## config.mk

```make
export PLATFORM = sky130hd
export DESIGN_NAME = pulse_train_gen
export DESIGN_NICKNAME = d
export VERILOG_FILES = /design/src/rtl/pulse_train_gen.sv
export SDC_FILE = /design/constraint.sdc
export NUM_CORES = 1
export LEC_CHECK = 0
export BUFFER_PORTS_ARGS = -buffer_cell sky130_fd_sc_hd__buf_2
export CAP_MARGIN = 20
export CORE_AREA = 2 2 82 84
export CTS_CLUSTER_SIZE = 30
export DETAILED_ROUTE_END_ITERATION = 8
export DIE_AREA = 0 0 84 86
export SLEW_MARGIN = 20
export SYNTH_ARGS = -nofsm -noshare
export SYNTH_HDL_FRONTEND = slang
export SYNTH_SLANG_ARGS = --single-unit
```

## constraint.sdc

```tcl
create_clock -name clock -period 3.52 [get_ports clock]
set_input_delay 0.704 -clock clock [delete_from_list [all_inputs] [get_ports clock]]
set_output_delay 0.704 -clock clock [all_outputs]
set_load 0.01 [all_outputs]
```

## src/rtl/pulse_train_gen.sv

```systemverilog
// Programmable pulse-train generator: registered data/busy/done plus optional edge strobes.
// Define PULSE_GEN_EDGE_STROBE_EN to generate rise_strobe/fall_strobe; otherwise both are tied to 0.
module pulse_train_gen #(
    parameter int unsigned CNT_W = 8
) (
    input  logic             clock,
    input  logic             reset_n,
    input  logic             start,
    input  logic             stop,
    input  logic [CNT_W-1:0] high_len,
    input  logic [CNT_W-1:0] low_len,
    input  logic [CNT_W-1:0] num_pulses,
    output logic             data,
    output logic             busy,
    output logic             done,
    output logic             rise_strobe,
    output logic             fall_strobe
);

    typedef enum logic [1:0] {
        StIdle,
        StHigh,
        StLow
    } state_e;

    localparam logic [CNT_W-1:0] One = CNT_W'(1);

    state_e           state_q, state_d;
    logic [CNT_W-1:0] phase_q, phase_d;
    logic [CNT_W-1:0] pulse_q, pulse_d;
    logic [CNT_W-1:0] high_rld_q, high_rld_d;
    logic [CNT_W-1:0] low_rld_q, low_rld_d;
    logic             cont_q, cont_d;
    logic             data_q, data_d;
    logic             busy_q, busy_d;
    logic             done_q, done_d;

    // Phase reload value: max(len,1)-1, so a zero length still lasts one cycle.
    function automatic logic [CNT_W-1:0] reload(input logic [CNT_W-1:0] len);
        return (len == '0) ? '0 : len - One;
    endfunction

    always_comb begin
        state_d    = state_q;
        phase_d    = phase_q;
        pulse_d    = pulse_q;
        high_rld_d = high_rld_q;
        low_rld_d  = low_rld_q;
        cont_d     = cont_q;
        done_d     = 1'b0;

        case (state_q)
            StIdle: begin
                // A start coinciding with the done pulse is deliberately dropped.
                if (start && !stop && !done_q) begin
                    state_d    = StHigh;
                    high_rld_d = reload(high_len);
                    low_rld_d  = reload(low_len);
                    cont_d     = (num_pulses == '0);
                    pulse_d    = num_pulses;
                    phase_d    = reload(high_len);
                end
            end
            StHigh: begin
                if (stop) begin
                    state_d = StIdle;
                    phase_d = '0;
                    pulse_d = '0;
                end else if (phase_q == '0) begin
                    state_d = StLow;
                    phase_d = low_rld_q;
                    if (!cont_q) begin
                        pulse_d = pulse_q - One;
                    end
                end else begin
                    phase_d = phase_q - One;
                end
            end
            StLow: begin
                if (stop) begin
                    state_d = StIdle;
                    phase_d = '0;
                    pulse_d = '0;
                end else if (phase_q == '0) begin
                    if (cont_q || (pulse_q != '0)) begin
                        state_d = StHigh;
                        phase_d = high_rld_q;
                    end else begin
                        state_d = StIdle;
                        done_d  = 1'b1;
                    end
                end else begin
                    phase_d = phase_q - One;
                end
            end
            default: begin
                state_d = StIdle;
            end
        endcase
    end

    assign data_d = (state_d == StHigh);
    assign busy_d = (state_d != StIdle);

    always_ff @(posedge clock or negedge reset_n) begin
        if (!reset_n) begin
            state_q    <= StIdle;
            phase_q    <= '0;
            pulse_q    <= '0;
            high_rld_q <= '0;
            low_rld_q  <= '0;
            cont_q     <= 1'b0;
            data_q     <= 1'b0;
            busy_q     <= 1'b0;
            done_q     <= 1'b0;
        end else begin
            state_q    <= state_d;
            phase_q    <= phase_d;
            pulse_q    <= pulse_d;
            high_rld_q <= high_rld_d;
            low_rld_q  <= low_rld_d;
            cont_q     <= cont_d;
            data_q     <= data_d;
            busy_q     <= busy_d;
            done_q     <= done_d;
        end
    end

    assign data = data_q;
    assign busy = busy_q;
    assign done = done_q;

`ifdef PULSE_GEN_EDGE_STROBE_EN
    logic rise_q, fall_q;

    // Same register stage as data_q, so strobes line up with the data edges.
    always_ff @(posedge clock or negedge reset_n) begin
        if (!reset_n) begin
            rise_q <= 1'b0;
            fall_q <= 1'b0;
        end else begin
            rise_q <= data_d & ~data_q;
            fall_q <= ~data_d & data_q;
        end
    end

    assign rise_strobe = rise_q;
    assign fall_strobe = fall_q;
`else
    assign rise_strobe = 1'b0;
    assign fall_strobe = 1'b0;
`endif

endmodule
```

==> PnR_summary.wiki <==
{| class="wikitable"
! Metric !! Value
|-
| Result of the run || finished, final reports clean
|-
| Length of the first detailed-routing pass in iterations || 4
|-
| Routed WL per cell || 14.7 um
|-
| Number of maximum-capacitance constraint violations || 0
|-
| Share of synthesized registers carrying an async set or reset || between 90% and 100%
|-
| Summed instance area of the synthesized netlist || 2460 um^2
|-
| Pwr dens || 764 nW/um^2
|-
| Number of flops mapped to enable cells by yosys || 0
|-
| Worst slack on hold paths || 481 ps
|-
| Crit path buf inv count || 1
|-
| Remaining Overflow, GRT || 0
|-
| Share of the clock period used by the worst path || 64.7%
|-
| Number of H-tree branching levels || 2
|-
| Final Hold Fails || 0
|-
| Row Count || 29
|-
| Final clock skew || 6.57 ps
|-
| Number of design rule violations left after detail routing || 0
|-
| Number of routed nets with antenna violations || 0
|-
| Worst-case setup slack after placement || 1020 ps
|-
| Kind of critical path || reg2reg
|-
| Largest net degree at the start of global routing || 39
|-
| Clock buffer depth || 2
|-
| Cell type contributing the most total cell area after synthesis || sky130_fd_sc_hd__dfrtp_1
|-
| Fillers || 620
|-
| Area growth from synthesis to layout || 14.0%
|-
| Least-Margin Pin Slew || ~880 ps
|-
| CP max stage delay || 520 ps
|-
| Die area || 7220 um^2
|-
| Floorplan Core Area || roughly 6300 um^2
|-
| Sequential cell area fraction in the yosys report || approximately two fifths
|-
| Series of cell instances along the critical path || inv_1, ha_1, nor2b_1, nand2_1, nor4_1, a21oi_1, o21ai_1
|-
| Die H || 86 um
|-
| Number of antenna violations at the first check in global routing || 0
|-
| Setup slack after layout || 1240 ps
|-
| Required time of the critical path || 3740 ps
|-
| Vias || between 2000 and 2500
|-
| Count of input and output buffers || 30
|-
| CTS buffer count || 5
|-
| Commonest cells after routing, fill and taps aside || sky130_fd_sc_hd__dfrtp_1 (38), sky130_fd_sc_hd__o21ai_0 (34), sky130_fd_sc_hd__buf_2 (30), sky130_fd_sc_hd__nand2_1 (28), sky130_fd_sc_hd__nor2_1 (25)
|-
| Share of layout cells above drive strength 1 || 16.5%
|-
| I/O pin count || 33
|-
| Arrival time at the worst endpoint || 2490 ps
|-
| Hold Buf Count CTS || 0
|-
| X dimension of the die || 84 um
|-
| Crit start category || flip-flop
|-
| Count of state elements after synthesis || 38
|-
| Initial detailed-routing violation count || 141
|-
| Clock insertion delay at the later pin of the skew report || 290 ps
|-
| Distinct cell type count of the synthesized netlist || between 50 and 60
|-
| All-layer global routing usage || 17.1%
|-
| Max FO, Critical Path || 11
|-
| Via density || between 5 and 6
|-
| Accumulated negative setup slack || 0 ps
|-
| Number of failing setup endpoints in the final timing report || 0
|-
| Number of global-route vias before repair || 2025
|-
| Element type at the critical path end || flip-flop
|-
| DP HPWL || 4.42 mm
|-
| Top achievable clock speed || roughly 440 MHz
|-
| Leading register cell type out of synthesis || sky130_fd_sc_hd__dfrtp_1
|-
| Highest ir drop seen on vdd || 287 uV
|-
| Warning count from the yosys run || 0
|-
| Min Tclk post-route || 2280 ps
|-
| Clock tree from TritonCTS || built
|-
| Final number of max-transition violations || 0
|-
| Clk sinks || 38
|-
| Area fraction of the dominant cell type after synthesis || between 30 and 40%
|-
| Detailed Route WL || about 5.8 mm
|-
| Standard cell with the maximum stage delay on the critical path || sky130_fd_sc_hd__nor2b_1
|-
| Reg clk slew, reported paths || ~70 ps
|-
| Routability congestion estimate from global placement || about 0.79
|-
| Avg Inst Size Synth || 8.61 um^2
|-
| Cells resized by post-CTS repair || 0
|-
| Number of buffers inserted by post-CTS setup repair || 0
|-
| CP top delay family || simple AND/OR/NAND/NOR gates
|-
| Antenna Cells || 0
|-
| Clk root buf || sky130_fd_sc_hd__clkbuf_8
|-
| Post-Synthesis Cells || roughly 290
|-
| Starting Density || 39.2%
|-
| Net count, final || 351
|-
| Worst slew slack as a fraction of its limit || a little over two fifths
|-
| Wire length of the first global-routing pass || 9.92 mm
|-
| Most common cell after layout, fill and taps aside || sky130_fd_sc_hd__dfrtp_1
|-
| Top cells by area in the synthesized netlist || sky130_fd_sc_hd__dfrtp_1 (39%), sky130_fd_sc_hd__o21ai_0 (6.9%), sky130_fd_sc_hd__ha_1 (4.6%), sky130_fd_sc_hd__a21oi_1 (4.3%), sky130_fd_sc_hd__nand2_1 (4.3%)
|-
| Pleak || 1.20 nW
|-
| RSZ-0062 raised after global routing || no
|-
| Hold/Removal Path Class || reg2reg
|}
[per-layer routing]
metal | GRT usage, % | up-vias | wire length (um)
met2 | 28.0 | 29 | 2750
met4 | 5.13 | 0 | 30
met1 | 23.0 | 1008 | 2850
met3 | 3.27 | 2 | 142
met5 | 0 | - | 0
li1 | - | 1093 | -
[per-stage QoR]
step	area (um^2)	instances	power [mW]	util (%)
6_report	2810	392	2.14	44.7
5_1_grt	2810	392	2.33	44.7
4_1_cts	2810	392	2.15	44.7
3_5_place_dp	2660	384	1.68	42.4
3_3_place_gp	2660	384	1.68	42.4
2_1_floorplan	2470	287	1.46	-
[worst reg2reg max path: stages (launching register included)]
cell	delay [ps]
sky130_fd_sc_hd__dfrtp_1	420
sky130_fd_sc_hd__inv_1	110
sky130_fd_sc_hd__ha_1	410
sky130_fd_sc_hd__nor2b_1	520
sky130_fd_sc_hd__nand2_1	310
sky130_fd_sc_hd__nor4_1	230
sky130_fd_sc_hd__a21oi_1	70
sky130_fd_sc_hd__o21ai_1	130
[synth_stat cells (2+ instances only)]
| cell | instances |
|---|---|
| sky130_fd_sc_hd__dfrtp_1 | 38 |
| sky130_fd_sc_hd__o21ai_0 | 34 |
| sky130_fd_sc_hd__nand2_1 | 28 |
| sky130_fd_sc_hd__nor2_1 | 25 |
| sky130_fd_sc_hd__a21oi_1 | 21 |
| sky130_fd_sc_hd__inv_1 | 17 |
| sky130_fd_sc_hd__a22oi_1 | 9 |
| sky130_fd_sc_hd__ha_1 | 9 |
| sky130_fd_sc_hd__nor3_1 | 9 |
| sky130_fd_sc_hd__clkbuf_1 | 8 |
| sky130_fd_sc_hd__o21ai_1 | 8 |
| sky130_fd_sc_hd__xnor2_1 | 7 |
| sky130_fd_sc_hd__nor4_1 | 6 |
| sky130_fd_sc_hd__a221oi_1 | 4 |
| sky130_fd_sc_hd__nor2b_1 | 4 |
| sky130_fd_sc_hd__nor3b_1 | 4 |
| sky130_fd_sc_hd__or4_1 | 4 |
| sky130_fd_sc_hd__a21boi_0 | 3 |
| sky130_fd_sc_hd__o211ai_1 | 3 |
| sky130_fd_sc_hd__xor2_1 | 3 |
| sky130_fd_sc_hd__a31oi_1 | 2 |
| sky130_fd_sc_hd__buf_4 | 2 |
| sky130_fd_sc_hd__mux2i_1 | 2 |
| sky130_fd_sc_hd__nand3_1 | 2 |
| sky130_fd_sc_hd__nor4_2 | 2 |
| sky130_fd_sc_hd__nor4b_1 | 2 |
| sky130_fd_sc_hd__o21ba_2 | 2 |
| sky130_fd_sc_hd__o22ai_1 | 2 |
| sky130_fd_sc_hd__o31a_1 | 2 |
| sky130_fd_sc_hd__o31ai_1 | 2 |
| sky130_fd_sc_hd__o31ai_4 | 2 |
[registers in the layout, indices dropped and copies added (netlist names)]
signal,cells
high_rld_q,8
low_rld_q,8
phase_q,8
pulse_q,8
state_q,2
busy,1
cont_q,1
data,1
done,1
[where the power goes]
group / total, mW / internal (mW) / switching [mW]
clock network: 0.462 / 0.302 / 0.160
registers: 0.797 / 0.632 / 0.165
logic: 0.885 / 0.354 / 0.531
[worst paths after layout]
check | start | endpoint | slack [ps] | cells past startpoint
max | state_q[1]$_DFF_PN0_ | pulse_q[4]$_DFFE_PN0P_ | 1240 | 7
min | low_rld_q[6]$_DFFE_PN0P_ | low_rld_q[6]$_DFFE_PN0P_ | 480 | 2
max reg2reg | state_q[1]$_DFF_PN0_ | pulse_q[4]$_DFFE_PN0P_ | 1240 | 7
min reg2reg | low_rld_q[6]$_DFFE_PN0P_ | low_rld_q[6]$_DFFE_PN0P_ | 480 | 2
max in group asynchronous | reset_n | state_q[0]$_DFF_PN0_ | 2440 | 1
min in group asynchronous | reset_n | high_rld_q[3]$_DFFE_PN0P_ | 530 | 1
[kinds of logic (layout without fill, tap and decap cells)]
logic type | count (synthesis) | in the layout | share of synthesized area (%)
other cells | 1 | 2 | 0.152
buf+inv | 28 | 56 | 4.88
compound gates | 102 | 102 | 26.5
mux | 3 | 3 | 1.27
flops | 38 | 38 | 38.6
fa+ha+maj | 9 | 9 | 4.57
simple gates | 95 | 95 | 20.4
xor+xnor | 10 | 10 | 3.56
[final cells by class]
class	count	area, um^2	share of cell area, %
inverters	17	63.8	2.27
well taps	77	96.3	3.43
repair buffers	31	158	5.62
clock buffers	6	82.6	2.94
multi-input cells	221	1400	49.7
clock inverters	2	60.1	2.14
flip-flops and latches	38	951	33.9
Power figures use the tool's default switching activity.
